--- config.mk ---
export PLATFORM = sky130hd
export DESIGN_NAME = nibble_cmp_sequencer
export DESIGN_NICKNAME = d
export VERILOG_FILES = /design/src/rtl/cmp_seq_pkg.sv /design/src/rtl/nibble_eq.sv /design/src/rtl/nibble_cmp_sequencer.sv
export SDC_FILE = /design/constraint.sdc
export NUM_CORES = 1
export LEC_CHECK = 0
export ABC_AREA = 0
export CORE_MARGIN = 2
export CORE_UTILIZATION = 45
export CTS_BUF_LIST = sky130_fd_sc_hd__clkbuf_4 sky130_fd_sc_hd__clkbuf_8
export CTS_CLUSTER_DIAMETER = 60
export DETAILED_ROUTE_END_ITERATION = 10
export GPL_ROUTABILITY_DRIVEN = 0
export PLACE_DENSITY = 0.92
export SETUP_SLACK_MARGIN = 0.05
export SLEW_MARGIN = 20
export SYNTH_ARGS = -nofsm -noshare
export SYNTH_HDL_FRONTEND = slang
export SYNTH_SLANG_ARGS = --single-unit
--- constraint.sdc ---
create_clock -name clk -period 2.6 [get_ports clk]
set_input_delay 0.26 -clock clk [delete_from_list [all_inputs] [get_ports clk]]
set_output_delay 0.26 -clock clk [all_outputs]
set_load 0.05 [all_outputs]
--- src/rtl/cmp_seq_pkg.sv ---
// Shared types and helpers for the nibble-serial equality sequencer.
package cmp_seq_pkg;

    typedef enum logic [1:0] {
        IDLE = 2'd0,
        CMP  = 2'd1,
        DONE = 2'd2
    } state_t;

    localparam int NIB_W = 4;

    // Nibble index width; a single-nibble word still needs a 1-bit index.
    function automatic int idx_width(input int width);
        int n;
        n = width / NIB_W;
        return (n <= 1) ? 1 : $clog2(n);
    endfunction

endpackage

--- src/rtl/nibble_eq.sv ---
// Single 4-bit gate-level equality unit shared across all nibbles of a word.
module nibble_eq
    import cmp_seq_pkg::*;
(
    input  logic [NIB_W-1:0] a,
    input  logic [NIB_W-1:0] b,
    output logic             match
);

    assign match = &(~(a ^ b));

endmodule

--- src/rtl/nibble_cmp_sequencer.sv ---
// Two-requester, time-shared wide-word equality checker scanning one nibble per cycle.
// Build option: define CMP_EARLY_EXIT_EN to stop scanning at the first mismatching nibble.
module nibble_cmp_sequencer
    import cmp_seq_pkg::*;
#(
    parameter int WIDTH = 16
) (
    input  logic             clk,
    input  logic             rst,
    input  logic             req0,
    input  logic [WIDTH-1:0] a0,
    input  logic [WIDTH-1:0] b0,
    input  logic             req1,
    input  logic [WIDTH-1:0] a1,
    input  logic [WIDTH-1:0] b1,
    output logic             busy,
    output logic             gnt,
    output logic             done0,
    output logic             done1,
    output logic             eq
);

    localparam int NIB   = WIDTH / NIB_W;
    localparam int IDX_W = idx_width(WIDTH);
    localparam logic [IDX_W-1:0] LAST_IDX = IDX_W'(NIB - 1);

    state_t           state;
    logic [IDX_W-1:0] idx;
    logic             mis;
    logic             rr_last;
    logic             pick;
    logic             start;
    logic [WIDTH-1:0] a_q;
    logic [WIDTH-1:0] b_q;
    logic [NIB_W-1:0] nib_a;
    logic [NIB_W-1:0] nib_b;
    logic             nib_match;

    assign busy  = (state != IDLE);
    assign start = (state == IDLE) && (req0 || req1);

    // Round-robin only matters on contention: the requester not served last wins.
    always_comb begin
        pick = req1;
        if (req0 && req1) begin
            pick = ~rr_last;
        end
    end

    always_comb begin
        nib_a = a_q[idx*NIB_W +: NIB_W];
        nib_b = b_q[idx*NIB_W +: NIB_W];
    end

    nibble_eq u_nibble_eq (
        .a     (nib_a),
        .b     (nib_b),
        .match (nib_match)
    );

    // Operand capture at grant; data path carries no reset.
    always_ff @(posedge clk) begin
        if (start) begin
            a_q <= pick ? a1 : a0;
            b_q <= pick ? b1 : b0;
        end
    end

    always_ff @(posedge clk) begin
        if (rst) begin
            state   <= IDLE;
            gnt     <= 1'b0;
            done0   <= 1'b0;
            done1   <= 1'b0;
            eq      <= 1'b0;
            rr_last <= 1'b1;
            idx     <= '0;
            mis     <= 1'b0;
        end else begin
            done0 <= 1'b0;
            done1 <= 1'b0;
            case (state)
                IDLE: begin
                    if (start) begin
                        gnt   <= pick;
                        idx   <= '0;
                        mis   <= 1'b0;
                        state <= CMP;
                    end
                end
                CMP: begin
`ifdef CMP_EARLY_EXIT_EN
                    if (!nib_match) begin
                        eq    <= 1'b0;
                        done0 <= ~gnt;
                        done1 <= gnt;
                        state <= DONE;
                    end else if (idx == LAST_IDX) begin
                        eq    <= ~mis;
                        done0 <= ~gnt;
                        done1 <= gnt;
                        state <= DONE;
                    end else begin
                        idx <= idx + 1'b1;
                    end
`else
                    if (idx == LAST_IDX) begin
                        eq    <= ~(mis | ~nib_match);
                        done0 <= ~gnt;
                        done1 <= gnt;
                        state <= DONE;
                    end else begin
                        mis <= mis | ~nib_match;
                        idx <= idx + 1'b1;
                    end
`endif
                end
                DONE: begin
                    rr_last <= gnt;
                    state   <= IDLE;
                end
                default: state <= IDLE;
            endcase
        end
    end

endmodule

== Yosys cells after proc, flatten, opt, wreduce, memory -nomap -nowiden ==
Cells that the tools add are included.

* Register bits: 42
* Output and inout bits: 5
* Logic and storage cells: 52
* Input bits: 68

* Bitwise operators: 9
* Eq/ne operators: 6
* Mux-type cells: 12
* Reduce and logical (&&, ||, !) cells: 12
* $add $sub $neg: 1
* Shifts and indexed selects: 2

{| class="wikitable"
|+ Operators by type and width
! cell !! number
|-
| $mux 16 || 2
|-
| $shiftx 16x5->4 || 2
|-
| $mux 2 || 4
|-
| $pmux 2 s2 || 2
|-
| $ne 2x2->1 const B || 3
|-
| $not 1->1 || 6
|-
| $reduce_and 2->1 || 3
|-
| $eq 2x2->1 const B || 2
|-
| $not 4->4 || 1
|-
| $reduce_and 4->1 || 1
|-
| $reduce_bool 2->1 || 2
|-
| $xor 4x4->4 || 1
|-
| $mux 1 || 3
|-
| $reduce_and 3->1 || 1
|-
| $reduce_or 3->1 || 1
|-
| $add 2x1->2 const B || 1
|-
| $eq 2x1->1 const B || 1
|-
| $logic_and 1x1->1 || 2
|-
| $logic_not 2->1 || 1
|-
| $pmux 1 s2 || 1
|-
| $logic_or 1x1->1 || 1
|-
| $or 1x1->1 || 1
|}

== Depth between registers and ports, before layout ==
* Depth in word-level cells: 8
* Gate-level depth with buffers: 5
* Mapped depth without buffers: 5

== Cells and area by module ==
From an unflattened synthesis, not the netlist that was laid out.

* Cell total of the unflattened synthesis: 127
* Area, all modules: 1984.4 µm²

{| class="wikitable"
|+ Modules (own cells, without submodules)
! module !! instances !! sequential area each (µm²) !! cells each !! area an instance (µm²)
|-
| nibble_cmp_sequencer || 1 || 1161.1 || 122 || 1936.9
|-
| nibble_eq || 1 || 0.0 || 5 || 47.5
|}

== Worst setup path before layout ==
OpenSTA, ideal clock, no wires.

* Kind: reg2reg
* From: register state[0]
* To: register a_q[0] (enable)
* Period minus slack after synthesis: 1.639 ns
* Path slack: 0.961 ns
* Required time: 2.213 ns
* Cell stages (with the launch flop): 4
* Arrival: 1.253 ns
* Library setup time: 0.387 ns
* Buffers on the path: 0
* Path through: dfxtp_1 > nor2_1 > o21ai_0 > inv_1

* Longest elaborated chain between the ends: 2

{| class="wikitable"
|+ RTL lines
! element !! RTL line !! RTL
|-
| start: declaration || nibble_cmp_sequencer.sv:27 || <nowiki>state_t state;</nowiki>
|-
| start signal: assignment || nibble_cmp_sequencer.sv:71 || <nowiki>state <= IDLE;</nowiki>
|-
| start signal: assignment || nibble_cmp_sequencer.sv:88 || <nowiki>state <= CMP;</nowiki>
|-
| start signal: assignment || nibble_cmp_sequencer.sv:111 || <nowiki>state <= DONE;</nowiki>
|-
| $logic_not 2->1 || nibble_cmp_sequencer.sv:40 || <nowiki>assign start = (state == IDLE) && (req0 || req1);</nowiki>
|-
| $logic_and 1x1->1 || nibble_cmp_sequencer.sv:40 ||
|-
| net start || nibble_cmp_sequencer.sv:32 || <nowiki>logic start;</nowiki>
|-
| end signal: assignment || nibble_cmp_sequencer.sv:64 || <nowiki>a_q <= pick ? a1 : a0;</nowiki>
|-
| end: declaration || nibble_cmp_sequencer.sv:33 || <nowiki>logic [WIDTH-1:0] a_q;</nowiki>
|}

The timed path passes the listed nets, and every way through them passes these cells.
A chain may end at the register's enable or synchronous reset.

== Worst setup path after layout ==
* From: register state[0]
* To: output port busy

* Longest elaborated chain between the ends: 1

{| class="wikitable"
|+ RTL lines
! element !! RTL line !! RTL
|-
| $reduce_bool 2->1 || nibble_cmp_sequencer.sv:39 || <nowiki>assign busy = (state != IDLE);</nowiki>
|-
| end: declaration || nibble_cmp_sequencer.sv:16 || <nowiki>output logic busy,</nowiki>
|}

Every way passes these cells.

==> summary.txt <==
Run status
  • Status: complete, no violations

Die
  • Num ports: 73
  • Die Y: 69.6 µm
  • Die Wd: 69.6 µm
  • Core area: 4090 µm²
  • # rows: 23
  • Initial Util: 0.474
  • Die ar.: 4850 µm²

CTS
  • H-tree level count: 2
  • CTS root buffer: clkbuf_8
  • Post_cts resized: 0
  • Cts bufs inserted: 5
  • CTS sink count: 42
  • Post-CTS setup buffer count: 0
  • CTS tree: built
  • Worst-Skew Late Latency: 0.29 ns
  • CTS max path bufs: 2
  • # hold bufs at CTS: 0
  • Clock Pin Slew Worst Setup and Hold Paths: 0.07 ns

Pwr
  • Sw Ratio: 0.217
  • LEAKAGE: 0.00102 µW
  • Psw: 310 µW
  • VDD IR max: 0.308 mV
  • Total design power: 1430 µW
  • Int Power: 1120 µW
  • Flop pwr share: 0.562
  • Clk pwr share: 0.266
  • Combinational power share: 0.171
  • PD cells: 508 nW/µm²

GRT
  • First-pass GRT wire length: 6070 µm
  • GRT Resource Usage Total: 0.164
  • Initial antenna violation count: 0
  • Largest net degree at the start of global routing: 33
  • Total gr overflow: 0
  • Vias in the first global route: 1398

Setup path
  • Critical Path RT: 2.34 ns
  • Setup crit end kind: primary output
  • Worst R2R End: mis$_SDFFE_PP0P_
  • CP arrival: 1.66 ns
  • R2R Setup Slk: 1.09 ns
  • CP Max Fanout: 6
  • Reg2reg start: a_q[11]$_DFFE_PP_
  • Element type at the critical path start: flip-flop
  • R2R cell count: 4
  • Setup CP Type: reg2out

Routing
  • Vias post-DR: 1300
  • DR iter-0 viols: 27
  • Vias/cell: 5.04
  • Total wire length: 3750 µm
  • Residual DRC: 0
  • TritonRoute pass-1 iters: 4
  • Routed wire per std cell: 14.5 µm
  • Post-route ant nets: 0

Timing
  • RSZ-0062 raised after global routing: false
  • Post-layout min period: 1.92 ns
  • Fin. Hold Viols: 0
  • Part of the cycle the worst path needs: 0.737
  • Fin Setup TNS: 0 ns
  • Rel. slew slack: 0.659
  • Worst-Margin Slew: 0.510 ns
  • Slew Viols, Final: 0
  • Setup ws final: 0.683 ns
  • Number of setup violations in the final report: 0
  • Max Clock Freq: 522 MHz
  • Clock skew: 0.00359 ns
  • Hold WS: 0.481 ns

Yosys
  • Top FF cell, synth: edfxtp_1
  • Syn Inst Count: 128
  • Post-synth cell types: 27
  • Top-area cell type share of the netlist area: 0.496
  • Ys Warns: 0
  • Top post-synthesis cells by count: edfxtp_1, mux2_2, dfxtp_1, xor2_1, nor2_1
  • Net Count, Synth: 197
  • Syn Area/Cell: 15.1 µm²
  • Yosys top cell by area: edfxtp_1
  • Sequential cell area fraction in the yosys report: 0.599
  • Number of flops mapped to enable cells by yosys: 32
  • FF+latch count, synth: 42
  • Post-synthesis cell area: 1940 µm²
  • Post-synthesis async set-or-reset flop share: 0
  • Synth area leaders: edfxtp_1, mux2_2, dfxtp_1

Hold path
  • Hold Crit Endpoint: done0$_SDFF_PP0_
  • Hold path depth: 1
  • Hold WC Path Type: reg2reg
  • Hold Startpoint: gnt$_SDFFE_PP0P_

Finish
  • Area delta synth->final: 45.3%
  • Multi-input gate area: 754 µm²
  • Ant. Diodes: 0
  • Fillcell total: 308
  • Final core occ: 0.689
  • Fin nets: 276
  • FF+latch area: 1160 µm²
  • Layout cells sized above 1: 0.212

Placed design
  • PortBufs: 72
  • Detailed Place HPWL: 2900 µm
  • DP Worst Slack: 0.727 ns

Flow run
  • Max_cap viols: 0
[power groups by stage]
| stage | clock network (µW) | logic (µW) | registers [µW] |
|---|---|---|---|
| after floorplan | 0 | 113 | 816 |
| after global placement | 0 | 240 | 817 |
| after detailed placement | 0 | 246 | 820 |
| after CTS | 390 | 249 | 805 |
| after global routing | 419 | 266 | 808 |
| final | 381 | 245 | 805 |
[kinds of logic (layout without fill, tap and decap cells)]
group                    count (synthesis)  count (layout)  share of synthesized area
flip-flops                              42              42                      0.599
AO/OA/AOI/OAI                           11              11                     0.0555
XOR/XNOR                                16              16                     0.0723
AND/OR/NAND/NOR                         17              17                     0.0484
buffers and inverters                    7              87                     0.0155
adder cells (fa/ha/maj)                  1               1                    0.00645
multiplexers                            34              34                      0.203
[metrics by stage]
step                      std cells  instance area [µm²]
after detailed placement        250                 2740
after floorplan                 128                 1940
after CTS                       258                 2820
after global placement          250                 2740
after global routing            258                 2820
final                           258                 2820
[worst max-delay path by stage]
stage	startpoint	end	slack, ns	depth (start not counted)
final	state[0]$_SDFFE_PP0P_	busy	0.68	3
after global routing	state[0]$_SDFFE_PP0P_	busy	0.64	3
after CTS	state[0]$_SDFFE_PP0P_	busy	0.69	3
after detailed placement	req1	b_q[14]$_DFFE_PP_	0.73	4
after global placement	req1	b_q[10]$_DFFE_PP_	0.76	4
after floorplan	state[0]$_SDFFE_PP0P_	a_q[0]$_DFFE_PP_	0.96	3
[sequential cells by signal, indices dropped and copies added, names as in the netlist]
name / flops
a_q: 16
b_q: 16
done0: 1
done1: 1
eq: 1
gnt: 1
idx: 2
mis: 1
rr_last: 1
state: 2
[worst max-delay path, stage by stage (launching register included)]
cell             delay, ns
dfxtp_1               0.42
nor2_1                0.11
inv_1                 0.06
clkdlybuf4s50_1       0.79
[metal layers]
| layer | vias to the layer above | wire [µm] | global-route usage |
|---|---|---|---|
| li1 | 637 | - | - |
| met1 | 598 | 1510 | 0.175 |
| met2 | 55 | 1860 | 0.287 |
| met3 | 10 | 298 | 0.0669 |
| met4 | 0 | 77 | 0.0641 |
| met5 | - | 0 | 0 |
[layout make-up]
cell class	instances	area share
sequential	42	0.412
multi-input combinational	79	0.268
timing repair buffer	75	0.264
clock buffer	5	0.0244
tap	50	0.0222
inverter	4	0.00533
clock inverter	3	0.00400
[placed cells by master (no fill, tap or decap), types with 2 or more instances in the layout]
cell	n
a211o_1	2
a22oi_1	2
and4_1	2
buf_4	3
clkbuf_8	5
clkdlybuf4s50_1	72
clkinv_1	3
dfxtp_1	10
edfxtp_1	32
inv_1	4
mux2_2	32
nor2_1	7
nor2b_1	2
o41ai_2	2
xnor2_1	6
xor2_1	10
Note: power is estimated with default switching activity, not from simulation.
